**config.mk**
```make
export PLATFORM = sky130hd
export DESIGN_NAME = timer_bank
export DESIGN_NICKNAME = d
export VERILOG_FILES = /design/src/rtl/timer_bank_pkg.sv /design/src/rtl/timer_channel.sv /design/src/rtl/timer_bank.sv
export SDC_FILE = /design/constraint.sdc
export NUM_CORES = 2
export LEC_CHECK = 0
export ABC_AREA = 0
export BUFFER_PORTS_ARGS = -buffer_cell sky130_fd_sc_hd__buf_2
export CORE_ASPECT_RATIO = 1.75
export CORE_MARGIN = 8
export CORE_UTILIZATION = 60
export DETAILED_ROUTE_END_ITERATION = 8
export GPL_TIMING_DRIVEN = 0
export HOLD_SLACK_MARGIN = 0.08
export PLACE_DENSITY = 0.82
export SLEW_MARGIN = 20
export SYNTH_ARGS = -nofsm -noshare
export SYNTH_HDL_FRONTEND = slang
export SYNTH_SLANG_ARGS = --single-unit
```
**constraint.sdc**
```tcl
create_clock -name clk_i -period 4.8 [get_ports clk_i]
set_input_delay 0.96 -clock clk_i [delete_from_list [all_inputs] [get_ports clk_i]]
set_output_delay 0.96 -clock clk_i [all_outputs]
set_load 0.01 [all_outputs]
```
**src/rtl/timer_bank_pkg.sv**
```systemverilog
// Shared register map, control-bit positions and reset values
// for the timer bank and its compare channels.
package timer_bank_pkg;

   localparam logic [1:0] OFS_MTIME_LO = 2'd0;
   localparam logic [1:0] OFS_MTIME_HI = 2'd1;
   localparam logic [1:0] OFS_PRESCALE = 2'd2;
   localparam logic [1:0] OFS_CTRL     = 2'd3;

   localparam logic [1:0] OFS_CMP_LO   = 2'd0;
   localparam logic [1:0] OFS_CMP_HI   = 2'd1;
   localparam logic [1:0] OFS_RELOAD   = 2'd2;
   localparam logic [1:0] OFS_CHCTRL   = 2'd3;

   localparam int CTRL_EN     = 0;
   localparam int CH_EN       = 0;
   localparam int CH_PERIODIC = 1;
   localparam int CH_PENDING  = 2;

   localparam logic        CTRL_RST   = 1'b1;
   localparam logic [63:0] CMP_RST    = '1;
   localparam logic [31:0] RELOAD_RST = '0;

   function automatic logic [31:0] merge(
      input logic [31:0] old,
      input logic [31:0] wdata,
      input logic [3:0]  lanes
   );
      logic [31:0] r;
      r = old;
      for (int b = 0; b < 4; b++)
         if (lanes[b]) r[8*b +: 8] = wdata[8*b +: 8];
      return r;
   endfunction

endpackage

```
**src/rtl/timer_channel.sv**
```systemverilog
// One compare channel: cmp/reload/control registers, 64-bit
// compare, periodic reload and the registered interrupt level.
module timer_channel
   import timer_bank_pkg::*;
(
   input  logic        clk,
   input  logic        rst_n,
   input  logic [63:0] mtime,
   input  logic        wr,
   input  logic [1:0]  sel,
   input  logic [31:0] data,
   input  logic [3:0]  lanes,
   output logic [63:0] cmp,
   output logic [31:0] reload,
   output logic [2:0]  chctrl,
   output logic        irq
);

   logic en;
   logic periodic;
   logic pending;
   logic match;
   logic hit;
   logic clr;
   logic pending_nxt;

   assign match = mtime >= cmp;
   assign hit   = en & periodic & match;
   assign clr   = wr & (sel == OFS_CHCTRL) & lanes[0] & data[CH_PENDING];

   // a match in the same cycle as a W1C wins
   assign pending_nxt = hit | (pending & ~clr);

   assign chctrl = {pending, periodic, en};

   always_ff @(posedge clk or negedge rst_n) begin
      if (!rst_n) begin
         cmp      <= CMP_RST;
         reload   <= RELOAD_RST;
         en       <= 1'b0;
         periodic <= 1'b0;
         pending  <= 1'b0;
         irq      <= 1'b0;
      end else begin
         pending <= pending_nxt;
         irq     <= en & (periodic ? pending_nxt : match);
         if (wr && sel == OFS_CMP_LO)
            cmp[31:0] <= merge(cmp[31:0], data, lanes);
         else if (wr && sel == OFS_CMP_HI)
            cmp[63:32] <= merge(cmp[63:32], data, lanes);
         else if (hit)
            cmp <= cmp + {32'b0, reload};
         if (wr && sel == OFS_RELOAD)
            reload <= merge(reload, data, lanes);
         if (wr && sel == OFS_CHCTRL && lanes[0]) begin
            en       <= data[CH_EN];
            periodic <= data[CH_PERIODIC];
         end
      end
   end

endmodule

```
**src/rtl/timer_bank.sv**
```systemverilog
// Memory-mapped 64-bit mtime with prescaler and a bank of
// compare channels; SRAM-style bus with registered read data.
module timer_bank
   import timer_bank_pkg::*;
#(
   parameter  int CHANNELS       = 4,
   parameter  int PRESCALE_WIDTH = 16,
   localparam int ADDR_WIDTH     = $clog2(16*(CHANNELS+1))
) (
   input  logic                  clk_i,
   input  logic                  reset_i,
   input  logic                  csb_i,
   input  logic                  wen_i,
   input  logic [ADDR_WIDTH-1:0] addr_i,
   input  logic [31:0]           data_i,
   input  logic [3:0]            wmask_i,
   output logic [31:0]           data_o,
   output logic [CHANNELS-1:0]   irq_o
);

   localparam int PW = ADDR_WIDTH - 4;

   logic [PW-1:0]             page;
   logic [1:0]                sel;
   logic                      we;
   logic                      re;
   logic                      gwr;
   logic [63:0]               mtime;
   logic [PRESCALE_WIDTH-1:0] prescale;
   logic [PRESCALE_WIDTH-1:0] count;
   logic                      count_en;
   logic                      tick;
   logic [31:0]               prescale_w;
   logic [31:0]               rdata;
   logic                      unused;

   logic [63:0] cmp    [CHANNELS];
   logic [31:0] reload [CHANNELS];
   logic [2:0]  chctrl [CHANNELS];

   assign page = addr_i[ADDR_WIDTH-1:4];
   assign sel  = addr_i[3:2];
   assign we   = ~csb_i & ~wen_i;
   assign re   = ~csb_i & wen_i;
   assign gwr  = we && page == '0;
   assign tick = count_en && count == prescale;

   assign prescale_w = merge(32'(prescale), data_i, wmask_i);
   assign unused     = ^{addr_i[1:0], prescale_w};

   always_ff @(posedge clk_i or negedge reset_i) begin
      if (!reset_i) begin
         mtime    <= '0;
         count    <= '0;
         prescale <= '0;
         count_en <= CTRL_RST;
      end else begin
         if (gwr && sel == OFS_PRESCALE) begin
            prescale <= prescale_w[PRESCALE_WIDTH-1:0];
            count    <= '0;
         end else if (count_en) begin
            count <= tick ? '0 : count + PRESCALE_WIDTH'(1);
         end
         if (gwr && sel == OFS_CTRL && wmask_i[0])
            count_en <= data_i[CTRL_EN];
         // a software load replaces this cycle's increment, no carry
         if (gwr && sel == OFS_MTIME_LO)
            mtime[31:0] <= merge(mtime[31:0], data_i, wmask_i);
         else if (gwr && sel == OFS_MTIME_HI)
            mtime[63:32] <= merge(mtime[63:32], data_i, wmask_i);
         else if (tick)
            mtime <= mtime + 64'd1;
      end
   end

   for (genvar n = 0; n < CHANNELS; n++) begin : g_ch
      timer_channel u_ch (
         .clk    (clk_i),
         .rst_n  (reset_i),
         .mtime  (mtime),
         .wr     (we && int'(page) == n + 1),
         .sel    (sel),
         .data   (data_i),
         .lanes  (wmask_i),
         .cmp    (cmp[n]),
         .reload (reload[n]),
         .chctrl (chctrl[n]),
         .irq    (irq_o[n])
      );
   end

   always_comb begin
      rdata = '0;
      if (page == '0) begin
         unique case (sel)
            OFS_MTIME_LO: rdata = mtime[31:0];
            OFS_MTIME_HI: rdata = mtime[63:32];
            OFS_PRESCALE: rdata = 32'(prescale);
            OFS_CTRL:     rdata = {31'b0, count_en};
         endcase
      end
      for (int n = 0; n < CHANNELS; n++) begin
         if (int'(page) == n + 1) begin
            unique case (sel)
               OFS_CMP_LO: rdata = cmp[n][31:0];
               OFS_CMP_HI: rdata = cmp[n][63:32];
               OFS_RELOAD: rdata = reload[n];
               OFS_CHCTRL: rdata = {29'b0, chctrl[n]};
            endcase
         end
      end
   end

   always_ff @(posedge clk_i or negedge reset_i) begin
      if (!reset_i) data_o <= '0;
      else          data_o <= re ? rdata : '0;
   end

endmodule

```
==> results.txt, run 1 <==
status = did not finish
Failed at = 5_1_grt
Err = [ERROR GRT-0116] Global routing finished with congestion. Check the congestion regions in the DRC Viewer.
vias in the first global route = 52,300
H-tree depth = 2
Detailed Place HPWL = 186 mm
proportion of synthesized area in mux cells = 0.0902
Synth Area in Compound Gates = 0.245
Root Buffer = clkbuf_16
Synthesis Warnings = 0
Placer Congestion = 1.18
Cell Rows = 132
Post-Synth XOR/XNOR Area = 0.0259
GRT Overall Usage = 0.640
total CTS buffers = 53
Setup Buffers After CTS = 0
placed inst area = 46,400 um^2
post-synthesis average cell area = 8.29 um^2
main combinational cell family by area after synthesis = compound AO/OA/AOI/OAI gates
Syn Inst Count = 5,376
GR Overflow Total = 9
IO buf count = 73
Gates resized, CTS repair = 7
Post-synth EDFFs = 0
Top Ports = 83
Place WS = -0.434 ns
Synth async-reset ratio = 1.00
post-synthesis simple-gate area fraction = 0.171
die height = 377 um
synth unique cells = 109
worst-case clock buffer depth = 3
post-synthesis instance area = 44,600 um^2
Adder-Cell Fraction of Synth Area = 0.110
clock tree sinks = 529
ys flop type = dfrtp_1
first-pass GRT wire length = 390 mm
largest net degree at the start of global routing = 95
Post-CTS Hold Buffers = 0
Initial Util = 0.604
DIE WIDTH = 222 um
syn nets = 5,813
FF+latch count, synth = 529
post-synthesis sequential area ratio = 0.304
==> cells in the mapped netlist (145+ instances only) <==
library cell  count  area share
clkbuf_1        232       0.020
nand3_1         145       0.016
nand2_1         546       0.046
nor2_1          410       0.035
mux2i_1         173       0.039
dfstp_2         257        0.15
a21oi_1         544       0.061
mux2_2          188       0.048
inv_1           313       0.026
o21ai_0         394       0.044
dfrtp_1         272        0.15
ha_1            386        0.11
==> metrics by stage <==
| step | TNS (ns) | hold slack, ns | instances | utilization |
|---|---|---|---|---|
| after CTS | 0 | 0.194 | 6495 | 0.653 |
| after detailed placement | -17.30 | 0.483 | 6395 | 0.628 |
| after global placement | -3441.50 | 0.483 | 6387 | 0.624 |
| after floorplan | 0 | 0.461 | 5376 | - |
==> metal layers <==
| layer | GRT usage | GRT overflow |
|---|---|---|
| met1 | 0.611 | 0 |
| met2 | 0.881 | 5 |
| met4 | 0.666 | 4 |
| met5 | 0.122 | 0 |
| met3 | 0.419 | 0 |
==> logic make-up after synthesis <==
| logic type | count (synthesis) |
|---|---|
| and+or+nand+nor | 1611 |
| muxes | 369 |
| xor gates and xnor gates | 132 |
| DFF | 529 |
| AOI/OAI and AO/OA | 1738 |
| adders and majority gates | 390 |
| buffers and inverters | 607 |
==> run 2: changes to the inputs <==
--- a/config.mk
+++ b/config.mk
@@ -7,13 +7,11 @@
 export LEC_CHECK = 0
 export ABC_AREA = 0
 export BUFFER_PORTS_ARGS = -buffer_cell sky130_fd_sc_hd__buf_2
-export CORE_ASPECT_RATIO = 1.75
 export CORE_MARGIN = 8
-export CORE_UTILIZATION = 60
+export CORE_UTILIZATION = 40
 export DETAILED_ROUTE_END_ITERATION = 8
 export GPL_TIMING_DRIVEN = 0
-export HOLD_SLACK_MARGIN = 0.08
-export PLACE_DENSITY = 0.82
+export PLACE_DENSITY_LB_ADDON = 0.15
 export SLEW_MARGIN = 20
 export SYNTH_ARGS = -nofsm -noshare
 export SYNTH_HDL_FRONTEND = slang
==> results.txt, run 2 <==
status = complete, but fails checks
violated checks = negative setup slack
Worst Path Required = 5.28 ns
clock tree sinks = 529
Relative slew margins = 0.148
synth unique cells = 109
Switching Share = 0.356
Post-synth EDFFs = 0
core area = 111,000 um^2
CP Class = primary input to flop
final core occ = 0.450
worst-case clock buffer depth = 3
cells on worst reg2reg path = 13
Detailed Place HPWL = 192 mm
Synth async-reset ratio = 1.00
top-area cell type share of the netlist area = 0.153
Routed Antenna Nets = 0
cell internal pwr = 9.69 mW
commonest non-fill, non-tap cell in the layout = nand2_1
Initial Util = 0.403
Net Sw Power = 5.36 mW
Placer Congestion = 1.05
Clk pwr share = 0.394
max cap viols = 0
final wirelength = 252 mm
GRT Overall Usage = 0.397
Fill cells = 11,200
Syn Inst Count = 5,376
CP startpoint = addr_i[3]
Worst Path Arrival = 5.49 ns
most frequent cells in the layout = 546 x nand2_1, 543 x a21oi_1, 407 x nor2_1
Hold Vio Cnt, Final = 0
CTS tree = built
Biggest register = g_ch.u_ch.cmp
FF+latch count, synth = 529
DRT Pass-1 Iters = 6
first-pass GRT wire length = 347 mm
Max FO, Critical Path = 10
Final WS setup = -0.216 ns
ys flop type = dfrtp_1
count leader, synth = nand2_1
H-tree depth = 3
Clk Latency, worst-skew pair = 0.68 ns
drt drc = 0
P&R area growth vs syn = 11.8%
post-synthesis average cell area = 8.29 um^2
skew final = 0.0264 ns
Synthesis Warnings = 0
number of flip-flops in the largest register = 256
Cell Rows = 122
min cycle time layout = 5.02 ns
GR Overflow Total = 0
Comb power frac = 0.252
die height = 350 um
biggest regs = g_ch.u_ch.cmp (256), g_ch.u_ch.reload (128), mtime (64)
vias = 47,100
Place WS = -0.786 ns
vias in the first global route = 44,600
Hold Path Class = primary input to asynchronous set/reset pin
largest net degree at the start of global routing = 82
Pleak = 22.4 nW
DIE WIDTH = 350 um
Synth area leaders = dfrtp_1 15%, dfstp_2 15%, ha_1 11%
Post-CTS Hold Buffers = 0
power density cells = 302 nW/um^2
pins over their slew limit = 0
Clk pin slew, worst setup/hold paths = 0.06 ns
Final period util = 1.04
# setup viols final = 15
initial antenna violation count = 23
met1 Usage GRT = 0.481
share of cells above drive strength 1 = 0.149
via-per-instance ratio = 6.63
Root Buffer = clkbuf_16
syn nets = 5,813
routed len/inst = 35.4 um
post-synthesis sequential area ratio = 0.304
post-synthesis instance area = 44,600 um^2
crit start category = primary input
Die ar. = 122,000 um^2
Iteration-0 DRC Markers = 5,901
global routing usage on met2 = 0.589
GR peak layer = met2
VDD IR-drop max = 0.000209 V
Max Fclk = 199 MHz
worst slew pin tran = 1.27 ns
M3 GR Usage = 0.120
worst hold slack = 0.236 ns
worst r2r src = g_ch[1].u_ch.cmp[40]$_DFFE_PN1P_
Top Ports = 83
Final #Nets = 5,974
CP max stage cell = clkdlybuf4s15_1
cell breakdown of the critical path = buf_2 > clkdlybuf4s15_1 > buf_1 > clkbuf_1 > clkbuf_1 > nor2_1 > a21oi_1 > o21ai_0 > o21ai_0 > a21oi_1
sequential share of power = 0.354
CP endpoint kind = flop
IO buf count = 73
Yosys top cell by area = dfrtp_1
delay of the slowest critical-path stage = 0.87 ns
total CTS buffers = 71
top cells by count, synth = 546 x nand2_1, 544 x a21oi_1, 410 x nor2_1, 394 x o21ai_0, 386 x ha_1
run 2: kinds of logic (layout without fill, tap and decap cells):
group | Yosys count | after routing | share of synthesized area
AOI/OAI and AO/OA | 1738 | 1738 | 0.245
xor gates and xnor gates | 132 | 132 | 0.0259
adders and majority gates | 390 | 390 | 0.110
buffers and inverters | 607 | 827 | 0.0526
DFF | 529 | 529 | 0.304
muxes | 369 | 369 | 0.0902
other | 0 | 19 | 0
and+or+nand+nor | 1611 | 1611 | 0.171
run 2: path summary, 6_finish.rpt:
| path | end | slack, ns |
|---|---|---|
| setup / recovery | data_o[31]$_DFF_PN0_ | -0.22 |
| hold / removal | g_ch[2].u_ch.reload[4]$_DFFE_PN0P_ | 0.24 |
| setup reg to reg | g_ch[1].u_ch.cmp[43]$_DFFE_PN1P_ | -0.03 |
| hold reg to reg | g_ch[1].u_ch.cmp[18]$_DFFE_PN1P_ | 0.51 |
| max in group asynchronous | g_ch[0].u_ch.cmp[56]$_DFFE_PN1P_ | 2.89 |
| min in group clk_i | g_ch[1].u_ch.cmp[18]$_DFFE_PN1P_ | 0.51 |
run 2: worst max-delay path, delay by kind of cell:
family | cells | cell delay [ns]
and+or+nand+nor | 1 | 0.11
AOI/OAI and AO/OA | 4 | 1.51
buffers and inverters | 5 | 2.89
run 2: through the flow:
step,TNS [ns],instance area [um^2],power [mW],instances
2_1_floorplan,0,44600,7.52,5376
3_3_place_gp,-3905.42,46800,8.96,6937
3_5_place_dp,-31.30,47200,9.03,6949
4_1_cts,0,49700,14.9,7081
5_1_grt,-0.00254,49800,15.5,7088
6_report,-1.17,49800,15.1,7103
run 2: metal layers:
metal  wire length (um)  vias up  part of all wire
met5                 57        -           0.00023
li1                   -    20200                 -
met3              26500      850              0.11
met4              23100       10             0.092
met2             106000     2949              0.42
met1              96000    23100              0.38
run 2: area by class of cell:
type | instances | area (um^2) | share of cell area
multi-input combinational | 4240 | 28700 | 0.577
clock inverter | 33 | 408 | 0.00819
timing repair buffer | 88 | 684 | 0.0137
antenna | 19 | 47.5 | 0.000954
tap | 1488 | 1860 | 0.0374
inverter | 314 | 1180 | 0.0237
buffer | 293 | 1230 | 0.0246
sequential | 529 | 13600 | 0.272
clock buffer | 99 | 2120 | 0.0425
run 2: power groups by stage:
| stage | Combinational, mW | Clock, mW | Sequential, mW |
|---|---|---|---|
| floorplan | 2.37 | 0 | 5.15 |
| global placement | 3.59 | 0 | 5.37 |
| detailed placement | 3.65 | 0 | 5.38 |
| CTS | 3.67 | 5.96 | 5.31 |
| global route | 4.06 | 6.13 | 5.35 |
| finish | 3.79 | 5.93 | 5.33 |
run 2: what timing repair did:
action / CTS / global route
gates resized for setup: 4 / 8
setup endpoints to repair: 68 / 45
setup buffers: 0 / 2
pin swaps: 0 / 1
Power figures use the tool's default switching activity.
